**config.mk**
```make
export PLATFORM = sky130hd
export DESIGN_NAME = disp_scan
export DESIGN_NICKNAME = d
export VERILOG_FILES = /design/src/rtl/disp_pkg.sv /design/src/rtl/bcd_to_seg7.sv /design/src/rtl/disp_scan.sv
export SDC_FILE = /design/constraint.sdc
export NUM_CORES = 1
export LEC_CHECK = 0
export ABC_AREA = 1
export CAP_MARGIN = 25
export CELL_PAD_IN_SITES_DETAIL_PLACEMENT = 0
export CELL_PAD_IN_SITES_GLOBAL_PLACEMENT = 1
export CORE_AREA = 10 10 128 101
export DETAILED_ROUTE_END_ITERATION = 6
export DIE_AREA = 0 0 138 111
export PLACE_DENSITY = 0.74
export SLEW_MARGIN = 0
export SYNTH_ARGS = -nofsm -noshare
export SYNTH_HDL_FRONTEND = slang
export SYNTH_HIERARCHICAL = 1
export SYNTH_SLANG_ARGS = --single-unit
```
**constraint.sdc**
```tcl
create_clock -name sclk -period 2 [get_ports sclk]
set_clock_uncertainty 0.05 [all_clocks]
set_input_delay 0.2 -clock sclk [delete_from_list [all_inputs] [get_ports sclk]]
set_output_delay 0.2 -clock sclk [all_outputs]
set_load 0.01 [all_outputs]
```
**src/rtl/disp_pkg.sv**
```systemverilog
// Shared constants for the multiplexed 7-segment scanner: active-low glyphs
// (bit 0 = segment a .. bit 6 = segment g) and the per-slot state encoding.
package disp_pkg;

    typedef enum logic {
        ST_BLANK = 1'b0,
        ST_DRIVE = 1'b1
    } state_t;

    localparam logic [6:0] SEG_0     = 7'h40;
    localparam logic [6:0] SEG_1     = 7'h79;
    localparam logic [6:0] SEG_2     = 7'h24;
    localparam logic [6:0] SEG_3     = 7'h30;
    localparam logic [6:0] SEG_4     = 7'h19;
    localparam logic [6:0] SEG_5     = 7'h12;
    localparam logic [6:0] SEG_6     = 7'h02;
    localparam logic [6:0] SEG_7     = 7'h78;
    localparam logic [6:0] SEG_8     = 7'h00;
    localparam logic [6:0] SEG_9     = 7'h10;
    localparam logic [6:0] SEG_DASH  = 7'h3F;
    localparam logic [6:0] SEG_BLANK = 7'h7F;

    localparam logic [7:0] AN_OFF    = 8'hFF;

endpackage

```
**src/rtl/bcd_to_seg7.sv**
```systemverilog
// Combinational BCD to active-low 7-segment decoder; non-BCD codes show a dash.
module bcd_to_seg7
    import disp_pkg::*;
(
    input  logic [3:0] bcd,
    output logic [6:0] seg
);

    always_comb begin
        seg = SEG_DASH;
        case (bcd)
            4'd0:    seg = SEG_0;
            4'd1:    seg = SEG_1;
            4'd2:    seg = SEG_2;
            4'd3:    seg = SEG_3;
            4'd4:    seg = SEG_4;
            4'd5:    seg = SEG_5;
            4'd6:    seg = SEG_6;
            4'd7:    seg = SEG_7;
            4'd8:    seg = SEG_8;
            4'd9:    seg = SEG_9;
            default: seg = SEG_DASH;
        endcase
    end

endmodule

```
**src/rtl/disp_scan.sv**
```systemverilog
// Eight-digit multiplexed display scanner with per-slot blanking, frame-wide
// input snapshot, leading-zero suppression and an optional decimal point.
module disp_scan
    import disp_pkg::*;
#(
    parameter int DIV    = 50000,
    parameter int DEAD   = 500,
    parameter int DP_POS = 8
) (
    input  logic       sclk,
    input  logic       rst,
    input  logic [3:0] bt0,
    input  logic [3:0] bt1,
    input  logic [3:0] bt2,
    input  logic [3:0] bt3,
    input  logic [3:0] bt4,
    input  logic [3:0] bt5,
    input  logic [3:0] bt6,
    input  logic [3:0] bt7,
    output logic [7:0] an,
    output logic [6:0] seg,
    output logic       dp,
    output logic       frame
);

    localparam int CW = (DIV < 2) ? 1 : $clog2(DIV);
    // Digits at or below the decimal point are never zero-suppressed; 0 when no DP.
    localparam int DP_PROT = (DP_POS > 7) ? 0 : DP_POS;

    generate
        if (DIV < 2 || DIV > (1 << 20) || DEAD < 1 || DEAD >= DIV) begin : g_bad_params
            $error("disp_scan: illegal DIV/DEAD parameter combination");
        end
    endgenerate

    state_t        state_q, state_d;
    logic [CW-1:0] cnt_q, cnt_d;
    logic [2:0]    idx_q, idx_d;
    logic [31:0]   snap_q, snap_d;
    logic [31:0]   bt_all;
    logic          snap_take;

    logic [7:0]    an_q, an_d;
    logic [6:0]    seg_q, seg_d;
    logic          dp_q, dp_d;
    logic          frame_q, frame_d;

    logic [3:0]    cur_digit;
    logic [6:0]    glyph;
    logic [7:0]    lz_blank;
    logic          zero_run;

    assign bt_all    = {bt7, bt6, bt5, bt4, bt3, bt2, bt1, bt0};
    assign snap_take = (cnt_q == '0) && (idx_q == 3'd0);
    assign cur_digit = snap_q[{idx_q, 2'b00} +: 4];

    bcd_to_seg7 u_dec (
        .bcd (cur_digit),
        .seg (glyph)
    );

    always_ff @(posedge sclk or posedge rst) begin
        if (rst) begin
            state_q <= ST_BLANK;
            cnt_q   <= '0;
            idx_q   <= 3'd0;
            snap_q  <= '0;
        end else begin
            state_q <= state_d;
            cnt_q   <= cnt_d;
            idx_q   <= idx_d;
            snap_q  <= snap_d;
        end
    end

    // State tracks the next counter value so BLANK/DRIVE stays aligned with cnt_q.
    always_comb begin
        cnt_d   = (cnt_q == CW'(DIV - 1)) ? '0 : cnt_q + CW'(1);
        idx_d   = (cnt_q == CW'(DIV - 1)) ? idx_q + 3'd1 : idx_q;
        state_d = (cnt_d < CW'(DEAD)) ? ST_BLANK : ST_DRIVE;
        snap_d  = snap_take ? bt_all : snap_q;
    end

    // A digit is suppressed when it and every more significant digit are zero.
    always_comb begin
        zero_run = 1'b1;
        lz_blank = '0;
        for (int i = 7; i >= 1; i--) begin
            zero_run    = zero_run & (snap_q[i*4 +: 4] == 4'd0);
            lz_blank[i] = zero_run & (i > DP_PROT);
        end
    end

    always_comb begin
        an_d    = AN_OFF;
        seg_d   = SEG_BLANK;
        dp_d    = 1'b1;
        frame_d = snap_take;
        if (state_q == ST_DRIVE) begin
            an_d  = ~(8'd1 << idx_q);
            seg_d = lz_blank[idx_q] ? SEG_BLANK : glyph;
            dp_d  = ~(int'(idx_q) == DP_POS);
        end
    end

    always_ff @(posedge sclk or posedge rst) begin
        if (rst) begin
            an_q    <= AN_OFF;
            seg_q   <= SEG_BLANK;
            dp_q    <= 1'b1;
            frame_q <= 1'b0;
        end else begin
            an_q    <= an_d;
            seg_q   <= seg_d;
            dp_q    <= dp_d;
            frame_q <= frame_d;
        end
    end

    assign an    = an_q;
    assign seg   = seg_q;
    assign dp    = dp_q;
    assign frame = frame_q;

endmodule

```
=== Word-level counts from Yosys, hierarchy flattened ===
Memory sizes are Yosys's and may differ from the RTL's.
Cells that the tools add are included.
W data, S select, Z words.

* Shifts and indexed selects: 2
* Magnitude comparators: 2
* Equality and inequality tests: 1
* Reductions and logical operators: 10
* Bitwise operators: 7
* Multiplexer cells: 7
* Add/sub/neg operators: 2

{| class="wikitable"
|+ Operator list
! operator !! number
|-
| $shiftx A32 B6 Y4 || 1
|-
| $logic_not A4 Y1 || 7
|-
| $add A16 B1 Y16 const B || 1
|-
| $eq A16 B16 Y1 const B || 1
|-
| $logic_not A16 Y1 || 1
|-
| $lt A16 B9 Y1 const B || 1
|-
| $mux W16 || 1
|-
| $mux W7 || 2
|-
| $mux W8 || 1
|-
| $not A8 Y8 || 1
|-
| $shl A1 B3 Y8 const A || 1
|-
| $and A1 B1 Y1 || 6
|-
| $lt A3 B4 Y1 const B || 1
|-
| $add A3 B1 Y3 const B || 1
|-
| $bmux W1 S3 || 1
|-
| $logic_not A3 Y1 || 1
|-
| $mux W1 || 2
|-
| $logic_and A1 B1 Y1 || 1
|}

* Register bits after elaboration: 68
* Memories kept: 1
* ROM bits: 112
* Word-level logic and storage cells: 39
* Output and inout port bits: 17

{| class="wikitable"
|+ Memories
! name !! words !! width !! rd ports !! clocked after Yosys merged registers in !! wr ports !! line !! RTL
|-
| (no name shown) || 16 || 7 || 1 || 0 || 0 || bcd_to_seg7.sv:11 || <nowiki>case (bcd)</nowiki>
|}

=== Depth between registers and ports, before layout ===
* Depth in word-level cells: 11
* Mapped depth: 14

=== Hierarchy ===
Netlist, hierarchy kept.

{| class="wikitable"
|+ Modules (own cells, without submodules)
! module !! area each (um2) !! instances !! cells an instance
|-
| disp_scan || 3,589.7 || 1 || 436
|-
| bcd_to_seg7 || 186.4 || 1 || 35
|}

=== Worst setup path before layout ===
Ideal clock, no wire load.

* Kind: flip-flop to flip-flop
* Start: register idx_q[0]
* End: register seg_q[3] (netlist: seg[3])
* Cell stages (with the launch flop): 12
* Clock period less this slack: 2,119 ps
* Data required time: 1,867 ps
* Path buffers: 2
* Data arrival time: 1,985 ps
* Setup slack: -119 ps
* Library setup time: 83 ps
* Cell sequence: dfrtp_1 > buf_2 > clkbuf_1 > o21ai_0 > a32oi_1 > inv_1 > ha_1 > nand2_1 > nand3_1 > nand2_1 > inv_1 > nand2_1

* Word-level cells in the longest chain between the ends: 4
* Elaborated cells between the ends (all ways): 6
* Classes of those cells: shift: 1; mux: 4; memory: 1

{| class="wikitable"
|+ Ends and longest elaborated chain
! element !! line !! RTL
|-
| from (decl) || disp_scan.sv:38 || <nowiki>logic [2:0] idx_q, idx_d;</nowiki>
|-
| from (signal assigned) || disp_scan.sv:71 || <nowiki>idx_q <= idx_d;</nowiki>
|-
| $shiftx A32 B6 Y4 || disp_scan.sv:55 || <nowiki>assign cur_digit = snap_q[{idx_q, 2'b00} +: 4];</nowiki>
|-
| named net cur_digit[1] || disp_scan.sv:48 || <nowiki>logic [3:0] cur_digit;</nowiki>
|-
| $mem_v2 Z16 W7 || n/a ||
|-
| named net glyph[3] || disp_scan.sv:49 || <nowiki>logic [6:0] glyph;</nowiki>
|-
| $mux W7 || disp_scan.sv:101 || <nowiki>seg_d = lz_blank[idx_q] ? SEG_BLANK : glyph;</nowiki>
|-
| $mux W7 || disp_scan.sv:99 || <nowiki>if (state_q == ST_DRIVE) begin</nowiki>
|-
| named net seg_d[3] || disp_scan.sv:44 || <nowiki>logic [6:0] seg_q, seg_d;</nowiki>
|-
| to (signal assigned) || disp_scan.sv:114 || <nowiki>seg_q <= seg_d;</nowiki>
|-
| to (decl) || disp_scan.sv:44 ||
|}

The timed path passes the listed nets, and every way through them passes these cells. The select of a mux whose other input is x is not followed.
A chain may end at the register's enable or synchronous reset.

=== Final worst setup path ===
Same ends and word-level chain as after synthesis.

==> metrics.cfg <==
[run_status]
status=completed

[route]
vias_per_cell=4.69
dr.pass1.iters=4
routed_wirelength_um=9450
antenna_left=0
drt_iter0_drc=193
wl_per_cell_um=13.8
post-route-drc-count=0
via_count=3206

[global_route]
grt_usage=0.121
overflow=0
grt_pass1_wl_um=15600
grt_pass1_vias=3051
antenna_found_initial=0
grt_max_degree=69

[power_and_ir_drop]
power_density_mw_per_mm2=685
power.total_w=0.00341
peakVddDrop_v=0.000426
leakage_nw=2.34

[cts]
clock_latency_ns=0.33
clk_path_buf_depth=2
htreeDepth=3
path_clk_slew_ns=0.06
root_buffer=clkbuf_16
cts_buffers=9
cts_sinks=68
cts_tree=yes
holdBufCountCts=0

[synthesis]
ys_types=37
ys_warn_count=6
synthCells=471
avgSynthCellArea_um2=8.02
ys.flop_type=dfrtp_1
synth_edf_count=0
yosysSeqAreaShare=0.456
netlist_area_mm2=0.00378
synth_fp_nets=518
ys_seq_elements=68
synth-async-reset-ratio=1.00

[floorplanning]
die_h_um=111
dieArea_mm2=0.0153
pin_count=51
core-area_mm2=0.0106
start_util=0.357
fp-row-count=33
die_w_um=138

[layout]
drive_gt1_frac=0.226
fin_cells=684
fill_cells=1056
n_antenna_cell=0
final_nets=586
syn2layout_area_growth_pct=31.8

[timing]
setup_viol=0
period_share=0.947
period_needed_ns=1.89
fin_setup_tns_ns=0
clock.fmax_ghz=0.528
rsz0062_at_grt=true
drv_slew=0
finalHoldViolCount=0

[placement]
io_buffers=49
dp_hpwl_um=6990
dp_cells=664
globalplace.congestion=0.874

[critical_path]
endpoint_kind=flop
crit_fanout=6
critPathSlowestCell=dfrtp_2
start_kind=flop
slowest_delay_ns=0.47
arrival_ns=2.12
r2r_setup_slack_ns=0.11
cp_common_cell=nand2_1
required_ns=2.22
crit_type=reg -> reg
cp_cell_sequence=buf_12 > nor2_2 > a211oi_1 > a32oi_2 > inv_2 > ha_1 > nand2_1 > nand3_1 > nand2_1 > inv_1 > nand2_1

[hold_path]
hp-class=in -> async

[job]
cap_violations=0

flip-flops by register name, summed over array words and instances (netlist names):
register / flops
an: 8
cnt_q: 16
seg: 7
snap_q: 32
frame: 1
idx_q: 3
state_q: 1
kinds of logic (layout without fill, tap and decap cells):
logic type / after synthesis / count (layout) / synth area share
buf+inv: 83 / 156 / 0.105
flops: 68 / 68 / 0.456
compound gates: 62 / 62 / 0.104
simple gates: 242 / 242 / 0.286
other cells: 1 / 1 / 0.000993
fa+ha+maj: 13 / 13 / 0.0431
xor+xnor: 2 / 2 / 0.00464
cell usage after synthesis (2+ instances only):
master | n | area share
dfrtp_1 | 53 | 0.35
nor2_4 | 3 | 0.0089
inv_4 | 2 | 0.0033
dfstp_2 | 15 | 0.10
buf_2 | 3 | 0.0040
nand3_2 | 2 | 0.0053
nand2_1 | 131 | 0.13
ha_1 | 13 | 0.043
a21oi_1 | 14 | 0.019
inv_2 | 2 | 0.0020
nor3_1 | 2 | 0.0027
a31oi_1 | 3 | 0.0050
nor2_1 | 39 | 0.039
inv_1 | 64 | 0.064
nand4_1 | 13 | 0.022
nand2_2 | 20 | 0.033
xor2_1 | 2 | 0.0046
clkbuf_1 | 2 | 0.0020
buf_6 | 3 | 0.0089
buf_4 | 3 | 0.0060
buf_12 | 2 | 0.011
o21ai_0 | 22 | 0.029
o21ai_2 | 18 | 0.042
nand3_1 | 26 | 0.034
nor2_2 | 2 | 0.0033
where the power goes:
| part | total [W] | leakage [nW] | internal (W) | switching [W] |
|---|---|---|---|---|
| clock network | 0.00176 | 0.158 | 0.00116 | 0.000595 |
| registers | 0.00143 | 0.808 | 0.00141 | 0.0000216 |
| logic | 0.000220 | 1.37 | 0.000109 | 0.000111 |
per-stage QoR:
step | util | setup slack (ns) | instance area (µm²) | hold slack (ns)
global placement | 0.427 | 0.0912 | 4510 | 0.418
finish | 0.471 | 0.105 | 4980 | 0.193
detailed placement | 0.427 | 0.0527 | 4510 | 0.419
global route | 0.471 | -0.0425 | 4980 | 0.258
floorplan | - | 0.0244 | 3790 | 0.259
CTS | 0.459 | 0.0251 | 4850 | 0.235
path summary, 6_finish.rpt:
kind,cells after the start,to,startpoint
worst max-delay path,11,seg[3],idx_q[0]
worst min-delay path,3,cnt_q[13],rst
worst max register to register,11,seg[3],idx_q[0]
worst min register to register,1,cnt_q[0],cnt_q[0]
max in group asynchronous,3,idx_q[0],rst
min in group sclk,3,snap_q[28],bt7[0]
critical path: cells and delay by family (launching register included):
kind            cells  cell delay, ns
buf+inv             3            0.28
flops               1            0.47
fa+ha+maj           1            0.30
simple gates        5            0.41
compound gates      2            0.32
cell type report:
type / instances / area (µm²) / share of cell area
multi-input combinational: 320 / 1730 / 0.347
sequential: 68 / 1720 / 0.346
timing repair buffer: 71 / 753 / 0.151
inverter: 69 / 267 / 0.0535
clock buffer: 11 / 253 / 0.0508
tap: 140 / 175 / 0.0352
clock inverter: 5 / 83.8 / 0.0168
repair_timing:
action / in CTS / in global routing
gates resized for setup: 0 / 25
buffers inserted: 0 / 2
endpoints found under the setup margin: 0 / 36
metal layers:
metal  part of all wire  vias to the layer above  GRT usage
met1               0.53                     1495      0.182
met3              0.048                       10     0.0278
met5                  0                        -          0
met2               0.41                       88      0.163
met4              0.013                        0     0.0442
li1                   -                     1613          -
placed cells by master, fill, tap and decap left out, types with 2 or more instances in the layout:
cell             instances
a21oi_1                  9
a21oi_2                  5
a31oi_2                  2
buf_12                   5
buf_4                   15
bufinv_16                2
clkbuf_16               11
clkbuf_8                 2
clkdlybuf4s50_1         49
clkinvlp_4               2
dfrtp_1                 52
dfstp_2                 15
ha_1                    11
ha_2                     2
inv_1                   60
inv_2                    5
inv_4                    3
nand2_1                131
nand2_2                 20
nand3_1                 26
nand3_2                  2
nand4_1                 13
nor2_1                  38
nor2_2                   3
nor2_4                   3
nor3_2                   2
o21ai_0                 15
o21ai_1                  7
o21ai_2                 18
xor2_1                   2
No activity file was read; power rests on OpenSTA's default activity.
